**config.mk**
```make
export PLATFORM = sky130hd
export DESIGN_NAME = register_fd_skid
export DESIGN_NICKNAME = d
export VERILOG_FILES = /design/src/rtl/pipe_pkg.sv /design/src/rtl/pipe_slot.sv /design/src/rtl/register_fd_skid.sv
export SDC_FILE = /design/constraint.sdc
export NUM_CORES = 1
export LEC_CHECK = 0
export CORE_MARGIN = 2
export CORE_UTILIZATION = 53
export CTS_CLUSTER_DIAMETER = 120
export DETAILED_ROUTE_END_ITERATION = 10
export GPL_ROUTABILITY_DRIVEN = 0
export PLACE_DENSITY_LB_ADDON = 0.05
export REMOVE_ABC_BUFFERS = 1
export SLEW_MARGIN = 25
export SYNTH_ARGS = -nofsm -noshare
export SYNTH_HDL_FRONTEND = slang
export SYNTH_SLANG_ARGS = --single-unit
```
**constraint.sdc**
```tcl
create_clock -name clk -period 5.3 [get_ports clk]
set_input_delay 1.59 -clock clk [delete_from_list [all_inputs] [get_ports clk]]
set_output_delay 1.59 -clock clk [all_outputs]
set_load 0.05 [all_outputs]
```
**src/rtl/pipe_pkg.sv**
```systemverilog
// Shared types and helpers for the fetch/decode skid register slice.
package pipe_pkg;

   typedef enum logic [1:0] {EMPTY, ONE, FULL} skid_state_t;

   localparam int unsigned N_DEFAULT = 24;
   localparam logic [N_DEFAULT-1:0] NOP_DEFAULT = '0;

   // Bit offset of lane 'lane' inside a packed bus of 'width'-bit lanes.
   function automatic int unsigned lane_lsb(input int unsigned lane, input int unsigned width);
      return lane * width;
   endfunction

endpackage

```
**src/rtl/pipe_slot.sv**
```systemverilog
// One instruction-bundle holding register with load and clear-to-NOP.
module pipe_slot #(
   parameter int unsigned W = 48
) (
   input  logic         clk,
   input  logic         i_rst,
   input  logic         i_clr,
   input  logic         i_load,
   input  logic [W-1:0] i_d,
   input  logic [W-1:0] i_nop,
   output logic [W-1:0] o_q
);

   logic [W-1:0] r_q;

   // Clear (reset or squash) wins over load.
   always_ff @(posedge clk) begin
      if (i_rst || i_clr) begin
         r_q <= i_nop;
      end else if (i_load) begin
         r_q <= i_d;
      end
   end

   assign o_q = r_q;

endmodule

```
**src/rtl/register_fd_skid.sv**
```systemverilog
// Fetch->decode pipeline register with valid/ready handshake, 2-entry skid
// buffer, flush with bubble injection and a saturating stall counter.
module register_fd_skid
   import pipe_pkg::*;
#(
   parameter int unsigned      N     = N_DEFAULT,
   parameter int unsigned      LANES = 2,
   parameter logic [N-1:0]     NOP   = N'(NOP_DEFAULT),
   parameter int unsigned      CW    = 16
) (
   input  logic               clk,
   input  logic               rst,
   input  logic               flush,
   input  logic               in_valid,
   output logic               in_ready,
   input  logic [LANES*N-1:0] in_instr,
   output logic               out_valid,
   input  logic               out_ready,
   output logic [LANES*N-1:0] out_instr,
   output logic [CW-1:0]      stall_cnt
);

   skid_state_t        r_state;
   skid_state_t        w_next_state;
   logic [CW-1:0]      r_stall_cnt;

   logic [LANES*N-1:0] w_nop_bus;
   logic [LANES*N-1:0] w_main_q;
   logic [LANES*N-1:0] w_skid_q;
   logic [LANES*N-1:0] w_main_d;

   logic               w_in_fire;
   logic               w_out_fire;
   logic               w_main_load;
   logic               w_main_from_skid;
   logic               w_main_clr;
   logic               w_skid_load;
   logic               w_skid_clr;

   // Replicate the per-lane bubble value across all lanes.
   always_comb begin
      w_nop_bus = '0;
      for (int unsigned k = 0; k < LANES; k++) begin
         w_nop_bus[lane_lsb(k, N) +: N] = NOP;
      end
   end

   // Handshake outputs come straight from the state register.
   assign out_valid  = (r_state != EMPTY);
   assign in_ready   = (r_state != FULL);
   assign w_in_fire  = in_valid & in_ready;
   assign w_out_fire = out_valid & out_ready;
   assign w_main_d   = w_main_from_skid ? w_skid_q : in_instr;
   assign out_instr  = w_main_q;
   assign stall_cnt  = r_stall_cnt;

   // State register.
   always_ff @(posedge clk) begin
      if (rst) begin
         r_state <= EMPTY;
      end else begin
         r_state <= w_next_state;
      end
   end

   // Next-state and slot control; main is cleared whenever it drains so
   // out_instr shows NOP while empty. Flush overrides everything, but an
   // out_fire in the same cycle has already been consumed downstream.
   always_comb begin
      w_next_state     = r_state;
      w_main_load      = 1'b0;
      w_main_from_skid = 1'b0;
      w_main_clr       = 1'b0;
      w_skid_load      = 1'b0;
      w_skid_clr       = 1'b0;
      unique case (r_state)
         EMPTY: begin
            if (w_in_fire) begin
               w_main_load  = 1'b1;
               w_next_state = ONE;
            end
         end
         ONE: begin
            if (w_in_fire && w_out_fire) begin
               w_main_load = 1'b1;
            end else if (w_in_fire) begin
               w_skid_load  = 1'b1;
               w_next_state = FULL;
            end else if (w_out_fire) begin
               w_main_clr   = 1'b1;
               w_next_state = EMPTY;
            end
         end
         FULL: begin
            if (w_out_fire) begin
               w_main_load      = 1'b1;
               w_main_from_skid = 1'b1;
               w_skid_clr       = 1'b1;
               w_next_state     = ONE;
            end
         end
         default: begin
            w_next_state = EMPTY;
         end
      endcase
      if (flush) begin
         w_main_clr   = 1'b1;
         w_skid_clr   = 1'b1;
         w_next_state = EMPTY;
      end
   end

   // Saturating count of cycles where decode back-pressures a valid output.
   always_ff @(posedge clk) begin
      if (rst) begin
         r_stall_cnt <= '0;
      end else if (out_valid && !out_ready && (r_stall_cnt != '1)) begin
         r_stall_cnt <= r_stall_cnt + CW'(1);
      end
   end

   pipe_slot #(.W(LANES*N)) u_main (
      .clk    (clk),
      .i_rst  (rst),
      .i_clr  (w_main_clr),
      .i_load (w_main_load),
      .i_d    (w_main_d),
      .i_nop  (w_nop_bus),
      .o_q    (w_main_q)
   );

   pipe_slot #(.W(LANES*N)) u_skid (
      .clk    (clk),
      .i_rst  (rst),
      .i_clr  (w_skid_clr),
      .i_load (w_skid_load),
      .i_d    (in_instr),
      .i_nop  (w_nop_bus),
      .o_q    (w_skid_q)
   );

endmodule
```
Word-level counts from Yosys, hierarchy flattened. Index checks and enable logic that the tools add are counted. Widths: inputs -> output; s select.

Magnitude comparators: 0. Div/mod/pow operators: 0. Shifts and indexed selects: 0. Multipliers: 0. Equality and inequality tests: 8. Reductions and logical operators: 10. Add/sub/neg operators: 1. Bitwise logic cells: 2. Multiplexer cells: 19.

Operator list (count): $mux 48 (1); $add 16x1->16 const B (1); $ne 16x16->1 const B (1); $mux 1 (11); $mux 2 (5); $ne 2x2->1 const B (4); $pmux 2 s3 (1); $reduce_and 4->1 (1); $logic_and 1x1->1 (3); $ne 3x3->1 const B (1); $pmux 1 s3 (1); $and 1x1->1 (2); $eq 2x1->1 const B (1); $eq 2x2->1 const B (1); $logic_not 2->1 (1); $logic_or 1x1->1 (2); $reduce_bool 2->1 (1); $reduce_or 2->1 (1); $logic_not 1->1 (1).

Memories: 0. Bits of input ports: 53. Register bits: 114. Bits in read-only memories: 0. Bits in latches: 0. RAM bits: 0. Output and inout port bits: 66. Word-level logic and storage cells: 44.

Logic depth before layout (Yosys ltp). Gate-level depths: netlist (run 1).

Word-level depth: 8. Depth in mapped cells: 7. Mapped depth without buffers: 5.

By module. A second synthesis (run 1) with hierarchy kept.

Cells, all modules: 377. Area total of the unflattened synthesis: 5836.8 µm².

By module, submodules not included: pipe_slot (times used 2, sequential area each 1441.4 µm², area an instance 2135.8 µm², cells an instance 103); register_fd_skid (times used 1, sequential area each 360.3 µm², area an instance 1565.3 µm², cells an instance 171).

Worst setup path before layout (run 1). No wires, ideal clock.

Path kind: in2reg. Start: input out_ready. End: register r_stall_cnt[13] (netlist: stall_cnt[13]). Setup time: 0.070 ns. Path buffers: 1. Required time: 5.230 ns. Arrival: 3.009 ns. Cell stages on the path: 5. Slack: 2.220 ns. Path through: buf_6 -> o21bai_4 -> or4b_4 -> or4_1 -> a21oi_1.

Cells in the longest elaborated chain, start to end: 3.

Ends and longest elaborated chain: start, declared (line register_fd_skid.sv:18) `input logic out_ready,`; $logic_not 1->1 (line register_fd_skid.sv:117) `end else if (out_valid && !out_ready && (r_stall_cnt != '1)) begin`; $logic_and 1x1->1 (2 in series) (line register_fd_skid.sv:117); end signal, assigned (line register_fd_skid.sv:118) `r_stall_cnt <= r_stall_cnt + CW'(1);`; end, declared (line register_fd_skid.sv:25) `logic [CW-1:0] r_stall_cnt;`.

Every way passes these cells. A chain may end at the register's enable or synchronous reset.

Final worst setup path (run 1).
Start: register r_state[1]. End: output out_valid.

Cells in the longest elaborated chain, start to end: 1.

Ends and longest elaborated chain: start, declared (line register_fd_skid.sv:23) `skid_state_t r_state;`; start signal, assigned (line register_fd_skid.sv:62) `r_state <= w_next_state;`; $reduce_bool 2->1 (line register_fd_skid.sv:49) `assign out_valid = (r_state != EMPTY);`; end, declared (line register_fd_skid.sv:17) `output logic out_valid,`.

Every way passes these cells.

==> results of run 1 <==
==> placed cells by master, fill, tap and decap left out, types with 2 or more instances in the layout <==
master           netlist  routed
clkdlybuf4s50_1        0     118
nor2b_1                3       3
nor4_1                 3       3
a21oi_1               57      57
o21ai_0                3       3
nand2_1              102     100
nor3_1                 4       4
clkbuf_8               0       2
or3_1                  3       3
nand4_1                2       2
dfxtp_1              114     114
o41ai_1                2       2
mux2i_1               50      50
nand3b_1               2       2
nor2_1                59      58
buf_4                  2       3
clkinv_2               0       3
nand3_1                6       6
nand2b_1               4       4
a211oi_1              50      50
clkbuf_16              0      16
mux2_2                 2       2
clkinvlp_4             0       4
nand2_2                0       2
bufinv_16              0       4
inv_1                  2       2
or4_1                  4       4
o31ai_1                4       4
or2_2                  2       2
buf_12                 0       2
==> state kept, by name (all words and copies together), names as in the netlist <==
| name | cells |
|---|---|
| r_state | 2 |
| stall_cnt | 16 |
| u_main.o_q | 48 |
| u_skid.o_q | 48 |
==> per-layer routing <==
layer  global-route usage  vias up
li1                     -     2087
met1                0.297     1937
met2                0.403      120
met3               0.0687       17
met4               0.0972        0
met5                    0        -
==> where the power goes <==
group | internal [uW] | leakage [uW] | total, uW | switching [uW]
clock | 774 | 0.000290 | 1170 | 399
sequential | 878 | 0.000925 | 891 | 13.0
combinational | 93.6 | 0.00136 | 238 | 144
==> worst paths after layout <==
check,startpoint,endpoint,slack (ps),cells after the start
worst max register to register,stall_cnt[0]$_SDFFE_PP0P_,stall_cnt[9]$_SDFFE_PP0P_,3120,5
worst max-delay path,r_state[1]$_SDFFE_PP0P_,out_valid,1710,2
worst min register to register,u_skid.o_q[30]$_SDFFE_PP0P_,u_skid.o_q[30]$_SDFFE_PP0P_,450,2
worst min-delay path,u_skid.o_q[30]$_SDFFE_PP0P_,u_skid.o_q[30]$_SDFFE_PP0P_,450,2
==> logic make-up (layout without fill, tap and decap cells) <==
family,after synthesis,after routing,share of synthesized area
adder cells (fa/ha/maj),1,1,0.00267
buffers and inverters,41,157,0.0374
flip-flops,114,114,0.488
XOR/XNOR,1,1,0.00187
AND/OR/NAND/NOR,201,201,0.189
AO/OA/AOI/OAI,124,124,0.170
multiplexers,52,52,0.112
==> critical path: stages, from the launching register on <==
cell	delay [ps]
dfxtp_1	530
or2_2	180
clkdlybuf4s50_1	800
==> stage by stage <==
step | util | power (uW) | worst slack, ps
after floorplan | - | 1040 | -1630
after global placement | 0.682 | 1140 | 1520
after detailed placement | 0.685 | 1150 | 1460
after CTS | 0.756 | 2320 | 1700
after global routing | 0.756 | 2380 | 1650
final | 0.756 | 2300 | 1710
==> area by class of cell <==
| cell class | count | area (um^2) | share of cell area |
|---|---|---|---|
| Tap cell | 108 | 135 | 0.0207 |
| Clock buffer | 19 | 432 | 0.0661 |
| Timing Repair Buffer | 123 | 1240 | 0.191 |
| Multi-Input combinational cell | 379 | 2240 | 0.344 |
| Clock inverter | 13 | 183 | 0.0280 |
| Inverter | 2 | 7.51 | 0.00115 |
| Sequential cell | 114 | 2280 | 0.350 |
==> run summary, run 1 <==
Status -> finished clean
TNS Setup -> 0 ps
# clock sinks -> 114
Final HPWL DP -> 6890 um
Core area -> 8640 um^2
Worst Setup End Kind -> primary output
Mean Syn Cell Area -> 8.76 um^2
Total gr overflow -> 0
Tcrit/Tclk final -> 0.678
Root Driver -> clkbuf_8
Tot GR Track Use -> 0.242
Max Fanout on Critical Path -> 10
# Max-Cap Violations -> 0
Cts bufs inserted -> 17
Max Used Layer -> met4
Fmax -> 0.278 GHz
ANT nets after route -> 0
Chip height -> 98.0 um
H-tree depth -> 4
I/O Pins -> 119
CTS resizes -> 0
DRC viols -> 0
I/O Buffers -> 118
RSZ-0062 raised after global routing -> no
Placed Instances -> 726
Clk_skew -> 20.4 ps
Vias in the first global route -> 4066
Placed cell area -> 5910 um^2
Largest net degree at the start of global routing -> 71
Worst-margin pin slew -> 1030 ps
Hold_buf cts -> 0
Initial antenna violation count -> 0
Area grow syn2layout -> 39.5%
Die ar. -> 9590 um^2
Fillers -> 639
Cell with the most instances after synthesis -> dfxtp_1
Synth async-reset ratio -> 0
Synth top area share -> 0.488
Sequential area share after synthesis -> 0.488
Worst min path class -> reg -> reg
Post-synth EDFFs -> 0
Postcts setup bufs -> 0
Fin nets -> 691
Drt wl/cell -> 15.2 um
Flop and latch count out of synthesis -> 114
Starting Density -> 0.542
Worst-Skew Late Latency -> 510 ps
Crit path kind -> reg -> out
DR WL met3 -> 620 um
Slew Limit Fails -> 0
Cell Count, Final, Fillers Out -> 758
CTS tree -> done
Cell Rows -> 34
DR pass1 iterations -> 5
Power Density -> 353 nW/um^2
Post-synth top cells -> dfxtp_1, nand2_1, nor2_1, a21oi_1
CTS Buffer Depth -> 2
First-pass GRT wire length -> 19000 um
Worst path required time -> 3710 ps
WL met2 -> 5700 um
Mapped Area -> 4680 um^2
Cells after Synth -> 534
Routed vias/inst -> 5.49
Peak supply drop -> 0.249 mV
N_diodes -> 0
Die X -> 98.0 um
Distinct cells, synth -> 43
Max-slew headroom at the worst pin -> 0.313
Layout cells sized above 1 -> 0.0738
Clock slew at reported path FFs -> 50 ps
WHS -> 451 ps
Synth area leader -> dfxtp_1
Yosys warnings -> 0
Metal-1 WL -> 5050 um
DR vias -> 4161
Top_reg_cell synth -> dfxtp_1
1st-iter DRT viols -> 162
Fin. Hold Viols -> 0
Drt total wl -> 11500 um
Count of final setup violators -> 0
Synth top area cells -> dfxtp_1, mux2i_1, nand2_1, a211oi_1, a21oi_1
Worst setup SP type -> register
CP arrival -> 2000 ps
Final worst path period need -> 3590 ps
Static Leak -> 0.00257 uW
Fin area -> 6530 um^2
Power figures use the tool's default switching activity.
==> run 2: changes to the inputs <==
CORE_UTILIZATION = 49   (was 53)
clock period = 3.6 ns   (was 5.3 ns; I/O delays follow)
==> run 2 against run 1 <==
Core utilization shrank 4.1 points. Non-clock buffer count is 5 higher. Worst hold slack hardly changed. Power is 50% higher. Global-route usage shrank 1.8 points. Critical path type unchanged. Largest cell class unchanged.
==> run summary, run 2 (synthesis gave the netlist of run 1 again) <==
Status -> finished clean (unchanged)
Largest net degree at the start of global routing -> 69 (was 71)
Starting Density -> 0.506 (was 0.542)
Tot GR Track Use -> 0.224 (was 0.242)
Die X -> 102 um (was 98.0 um)
Worst min path class -> reg -> reg (unchanged)
Layout cells sized above 1 -> 0.0794 (was 0.0738)
Clock slew at reported path FFs -> 60 ps (was 50 ps)
Crit path kind -> reg -> out (unchanged)
WHS -> 451 ps (about the same)
P_int -> 2630 uW (was 1750 uW)
DR vias -> 4233 (was 4161)
CP arrival -> 1980 ps (was 2000 ps)
Initial antenna violation count -> 0 (unchanged)
Most common library cell in the layout ignoring fill and taps -> clkdlybuf4s50_1 (unchanged)
Final worst path period need -> 3060 ps
Worst-Skew Late Latency -> 510 ps (about the same)
Sw Share -> 0.237 (was 0.242)
Seq pwr share -> 0.381 (was 0.387)
First-pass GRT wire length -> 18200 um (was 19000 um)
Slew Limit Fails -> 0 (unchanged)
Tcrit/Tclk final -> 0.851
RSZ-0062 raised after global routing -> no (unchanged)
Fin. Hold Viols -> 0 (unchanged)
Core area -> 9240 um^2 (was 8640 um^2)
Worst path required time -> 2520 ps (was 3710 ps)
Total gr overflow -> 0 (unchanged)
ANT nets after route -> 0 (unchanged)
Area grow syn2layout -> 41.2% (was 39.5%)
H-tree depth -> 4 (unchanged)
Max Fanout on Critical Path -> 10 (unchanged)
Max-slew headroom at the worst pin -> 0.343 (was 0.313)
CTS tree -> done (unchanged)
Worst Setup End Kind -> primary output (unchanged)
Worst setup SP type -> register (unchanged)
Fin nets -> 696 (was 691)
Worst-margin pin slew -> 986 ps (was 1030 ps)
I/O Buffers -> 118 (unchanged)
# Max-Cap Violations -> 0 (unchanged)
Placed cell area -> 5980 um^2 (was 5910 um^2)
CTS resizes -> 0 (unchanged)
Die ar. -> 10300 um^2 (was 9590 um^2)
TNS Setup -> 0 ps (unchanged)
Final core utilization -> 0.715 (was 0.756)
Postcts setup bufs -> 0 (unchanged)
Clk pwr share -> 0.516 (was 0.510)
Final HPWL DP -> 7300 um (was 6890 um)
1st-iter DRT viols -> 127 (was 162)
# clock sinks -> 114 (unchanged)
Switching pwr -> 814 uW (was 556 uW)
Routed vias/inst -> 5.40 (was 5.49)
Vias in the first global route -> 3879 (was 4066)
N_diodes -> 0 (unchanged)
Drt total wl -> 11600 um (was 11500 um)
CTS Buffer Depth -> 2 (unchanged)
DRC viols -> 0 (unchanged)
Clk_skew -> 20.5 ps (was 20.4 ps)
Peak supply drop -> 0.342 mV (was 0.249 mV)
Comb power frac -> 0.103 (about the same)
Most frequent cells in the layout -> clkdlybuf4s50_1, dfxtp_1, nand2_1 (unchanged)
Fillers -> 734 (was 639)
Count of final setup violators -> 0 (unchanged)
Chip height -> 102 um (was 98.0 um)
Root Driver -> clkbuf_8 (unchanged)
Fin area -> 6610 um^2 (was 6530 um^2)
Fmax -> 0.326 GHz
I/O Pins -> 119 (unchanged)
Hold_buf cts -> 0 (unchanged)
Static Leak -> 0.00261 uW (was 0.00257 uW)
DR pass1 iterations -> 4 (was 5)
Cts bufs inserted -> 17 (unchanged)
Power Density -> 521 nW/um^2 (was 353 nW/um^2)
Drt wl/cell -> 14.8 um (was 15.2 um)
Cell Rows -> 35 (was 34)
==> run 2: cell type report <==
cell class | instances | area, um^2 | area share
clock buffers | 19 | 422 | 0.0638
clock inverters | 13 | 209 | 0.0316
repair buffers | 128 | 1280 | 0.194
flip-flops and latches | 114 | 2280 | 0.345
inverters | 2 | 7.51 | 0.00114
well taps | 129 | 161 | 0.0244
multi-input cells | 379 | 2240 | 0.340
==> run 2: final timing paths <==
check	slack [ps]	depth (start not counted)	endpoint	from
min reg2reg	450	2	u_skid.o_q[11]$_SDFFE_PP0P_	u_skid.o_q[11]$_SDFFE_PP0P_
min	450	2	u_skid.o_q[11]$_SDFFE_PP0P_	u_skid.o_q[11]$_SDFFE_PP0P_
max	540	2	out_valid	r_state[1]$_SDFFE_PP0P_
max reg2reg	1370	5	stall_cnt[1]$_SDFFE_PP0P_	stall_cnt[0]$_SDFFE_PP0P_
==> run 2: routing by layer <==
metal  vias up  share of wire  global-route usage
met5         -              0                   0
met4         0          0.013              0.0832
met3        13          0.052              0.0566
met2       123           0.49               0.370
met1      1995           0.45               0.283
li1       2102              -                   -
==> run 2: through the flow <==
stage               setup slack, ps  cells  power, uW
CTS                             520    784       3460
global route                    471    784       3540
detailed placement              377    752       1690
global placement                409    752       1690
finish                          536    784       3440
floorplan                     -2820    495       1540
==> run 2: power groups by stage <==
stage                     Sequential [uW]  Combinational (uW)  Clock (uW)
after global routing                 1310                 377        1850
after global placement               1340                 348           0
final                                1310                 353        1780
after CTS                            1310                 356        1790
after floorplan                      1430                 109           0
after detailed placement             1340                 353           0
==> run 2: critical path, stage by stage (launching register included) <==
cell and delay [ps]:
dfxtp_1 510, or2_2 170, clkdlybuf4s50_1 790
==> run 3: changes to the inputs <==
CORE_ASPECT_RATIO = 0.9   (was unset)
SETUP_SLACK_MARGIN = 0.5   (was unset)
==> run 3 against run 2 <==
Final cell count down 1.1%. Combinational power about the same. Final area up 0.47%. Critical path type unchanged. Critical endpoint is now stall_cnt[4].
==> run summary, run 3 (synthesis gave the netlist of run 1 again) <==
# clock sinks -> 114 (unchanged)
Drt total wl -> 11600 um (about the same)
Largest net degree at the start of global routing -> 97 (was 69)
Layout cells sized above 1 -> 0.0766 (was 0.0794)
Max-slew headroom at the worst pin -> 0.317 (was 0.343)
Final worst path period need -> 2930 ps (was 3060 ps)
Fin. Hold Viols -> 0 (unchanged)
Clk pwr share -> 0.517 (was 0.516)
Fin nets -> 694 (was 696)
P_int -> 2630 uW (about the same)
DR pass1 iterations -> 4 (unchanged)
Static Leak -> 0.00263 uW (was 0.00261 uW)
Most frequent cells in the layout -> clkdlybuf4s50_1, dfxtp_1, nand2_1 (unchanged)
DRC viols -> 0 (unchanged)
Routed vias/inst -> 5.38 (was 5.40)
Core area -> 9210 um^2 (was 9240 um^2)
CP top delay family -> buffers and inverters (unchanged)
Switching pwr -> 820 uW (was 814 uW)
I/O Pins -> 119 (unchanged)
Initial antenna violation count -> 0 (unchanged)
Max stage delay cell, worst path -> clkdlybuf4s50_1 (unchanged)
1st-iter DRT viols -> 196 (was 127)
Hold_buf cts -> 0 (unchanged)
Seq pwr share -> 0.380 (was 0.381)
Root Driver -> clkbuf_8 (unchanged)
Worst path required time -> 2520 ps (about the same)
Chip height -> 96.7 um (was 102 um)
CTS tree -> done (unchanged)
CP Launch Point -> stall_cnt[4]$_SDFFE_PP0P_ (was r_state[1]$_SDFFE_PP0P_)
Crit path kind -> reg -> out (unchanged)
Starting Density -> 0.508 (was 0.506)
Power Density -> 520 nW/um^2 (was 521 nW/um^2)
Final HPWL DP -> 7170 um (was 7300 um)
H-tree depth -> 4 (unchanged)
ANT nets after route -> 0 (unchanged)
Tcrit/Tclk final -> 0.813 (was 0.851)
Worst min path class -> reg -> reg (unchanged)
Max Fanout on Critical Path -> 7 (was 10)
Clk_skew -> 11.3 ps (was 20.5 ps)
Area grow syn2layout -> 41.9% (was 41.2%)
Worst setup SP type -> register (unchanged)
Cell Chain, Critical Path -> clkdlybuf4s50_1 (was or2_2 -> clkdlybuf4s50_1)
Worst-margin pin slew -> 1030 ps (was 986 ps)
Slew Limit Fails -> 0 (unchanged)
CP arrival -> 1850 ps (was 1980 ps)
Postcts setup bufs -> 0 (unchanged)
Drt wl/cell -> 15.0 um (was 14.8 um)
Comb power frac -> 0.103 (about the same)
Clock slew at reported path FFs -> 60 ps (about the same)
Tot GR Track Use -> 0.230 (was 0.224)
I/O Buffers -> 118 (unchanged)
Buf/Inv on CP -> 1 (unchanged)
N_diodes -> 0 (unchanged)
Pwr Total -> 3450 uW (was 3440 uW)
Vias in the first global route -> 4039 (was 3879)
WHS -> 453 ps (was 451 ps)
CTS resizes -> 0 (unchanged)
HP Start -> u_skid.o_q[23]$_SDFFE_PP0P_ (was u_skid.o_q[11]$_SDFFE_PP0P_)
Cell Rows -> 33 (was 35)
Crit Reg-Reg Startpoint -> stall_cnt[0]$_SDFFE_PP0P_ (unchanged)
Largest stage delay, worst path -> 870 ps (was 790 ps)
Cts bufs inserted -> 17 (unchanged)
Worst-Skew Late Latency -> 500 ps (was 510 ps)
Die ar. -> 10300 um^2 (about the same)
DR vias -> 4171 (was 4233)
Peak supply drop -> 0.321 mV (was 0.342 mV)
Die X -> 107 um (was 102 um)
CTS Buffer Depth -> 2 (unchanged)
First-pass GRT wire length -> 19000 um (was 18200 um)
Count of final setup violators -> 0 (unchanged)
Total gr overflow -> 0 (unchanged)
RSZ-0062 raised after global routing -> no (unchanged)
Most common library cell in the layout ignoring fill and taps -> clkdlybuf4s50_1 (unchanged)
Sw Share -> 0.238 (was 0.237)
Worst Setup End Kind -> primary output (unchanged)
Fin area -> 6640 um^2 (was 6610 um^2)
Fmax -> 0.342 GHz (was 0.326 GHz)
Placed cell area -> 6000 um^2 (was 5980 um^2)
Status -> finished clean (unchanged)
# Max-Cap Violations -> 0 (unchanged)
-- run 3: changes by cell type in the layout (fill, tap and decap cells not counted), sizes merged --
cell,previous run,this run
clkdlybuf4s50,118,116
buf,10,8
dlymetal6s2s,0,2
-- run 3: stage by stage --
| step | std cells | util | setup slack, ps | setup TNS (ps) |
|---|---|---|---|---|
| 2_1_floorplan | 495 | - | -2820 | -180980 |
| 6_report | 775 | 0.721 | 675 | 0 |
| 3_5_place_dp | 743 | 0.652 | 330 | 0 |
| 3_3_place_gp | 743 | 0.652 | 419 | 0 |
| 5_1_grt | 775 | 0.721 | 626 | 0 |
| 4_1_cts | 775 | 0.720 | 512 | 0 |
-- run 3: worst paths after layout --
path,slack [ps],to,cells after the start
max,670,stall_cnt[4],1
min,450,u_skid.o_q[23]$_SDFFE_PP0P_,2
max reg2reg,1280,stall_cnt[9]$_SDFFE_PP0P_,5
min reg2reg,450,u_skid.o_q[23]$_SDFFE_PP0P_,2
-- run 3: layer usage --
metal  routed length (um)  up-vias  global-route usage
li1                     -     2083                   -
met1                 5340     1979               0.291
met2                 5580      103               0.378
met3                  585        6              0.0660
met4                   82        0              0.0709
met5                    0        -                   0
-- run 3: layout make-up --
class | instances | area [um^2]
Inverter | 2 | 7.51
Fill cell | 710 | 2570
Timing Repair Buffer | 126 | 1320
Clock inverter | 13 | 209
Clock buffer | 19 | 422
Multi-Input combinational cell | 379 | 2240
Sequential cell | 114 | 2280
Tap cell | 122 | 153
-- run 3: worst min-delay path: stages (launching register included) --
cell and delay (ps):
dfxtp_1 300, nand2_1 50, a21oi_1 50
-- run 3: power by group through the flow --
stage | clock, uW | combinational [uW] | sequential [uW]
2_1_floorplan | 0 | 109 | 1430
3_3_place_gp | 0 | 351 | 1340
3_5_place_dp | 0 | 356 | 1340
4_1_cts | 1810 | 358 | 1310
5_1_grt | 1880 | 381 | 1310
6_report | 1780 | 356 | 1310
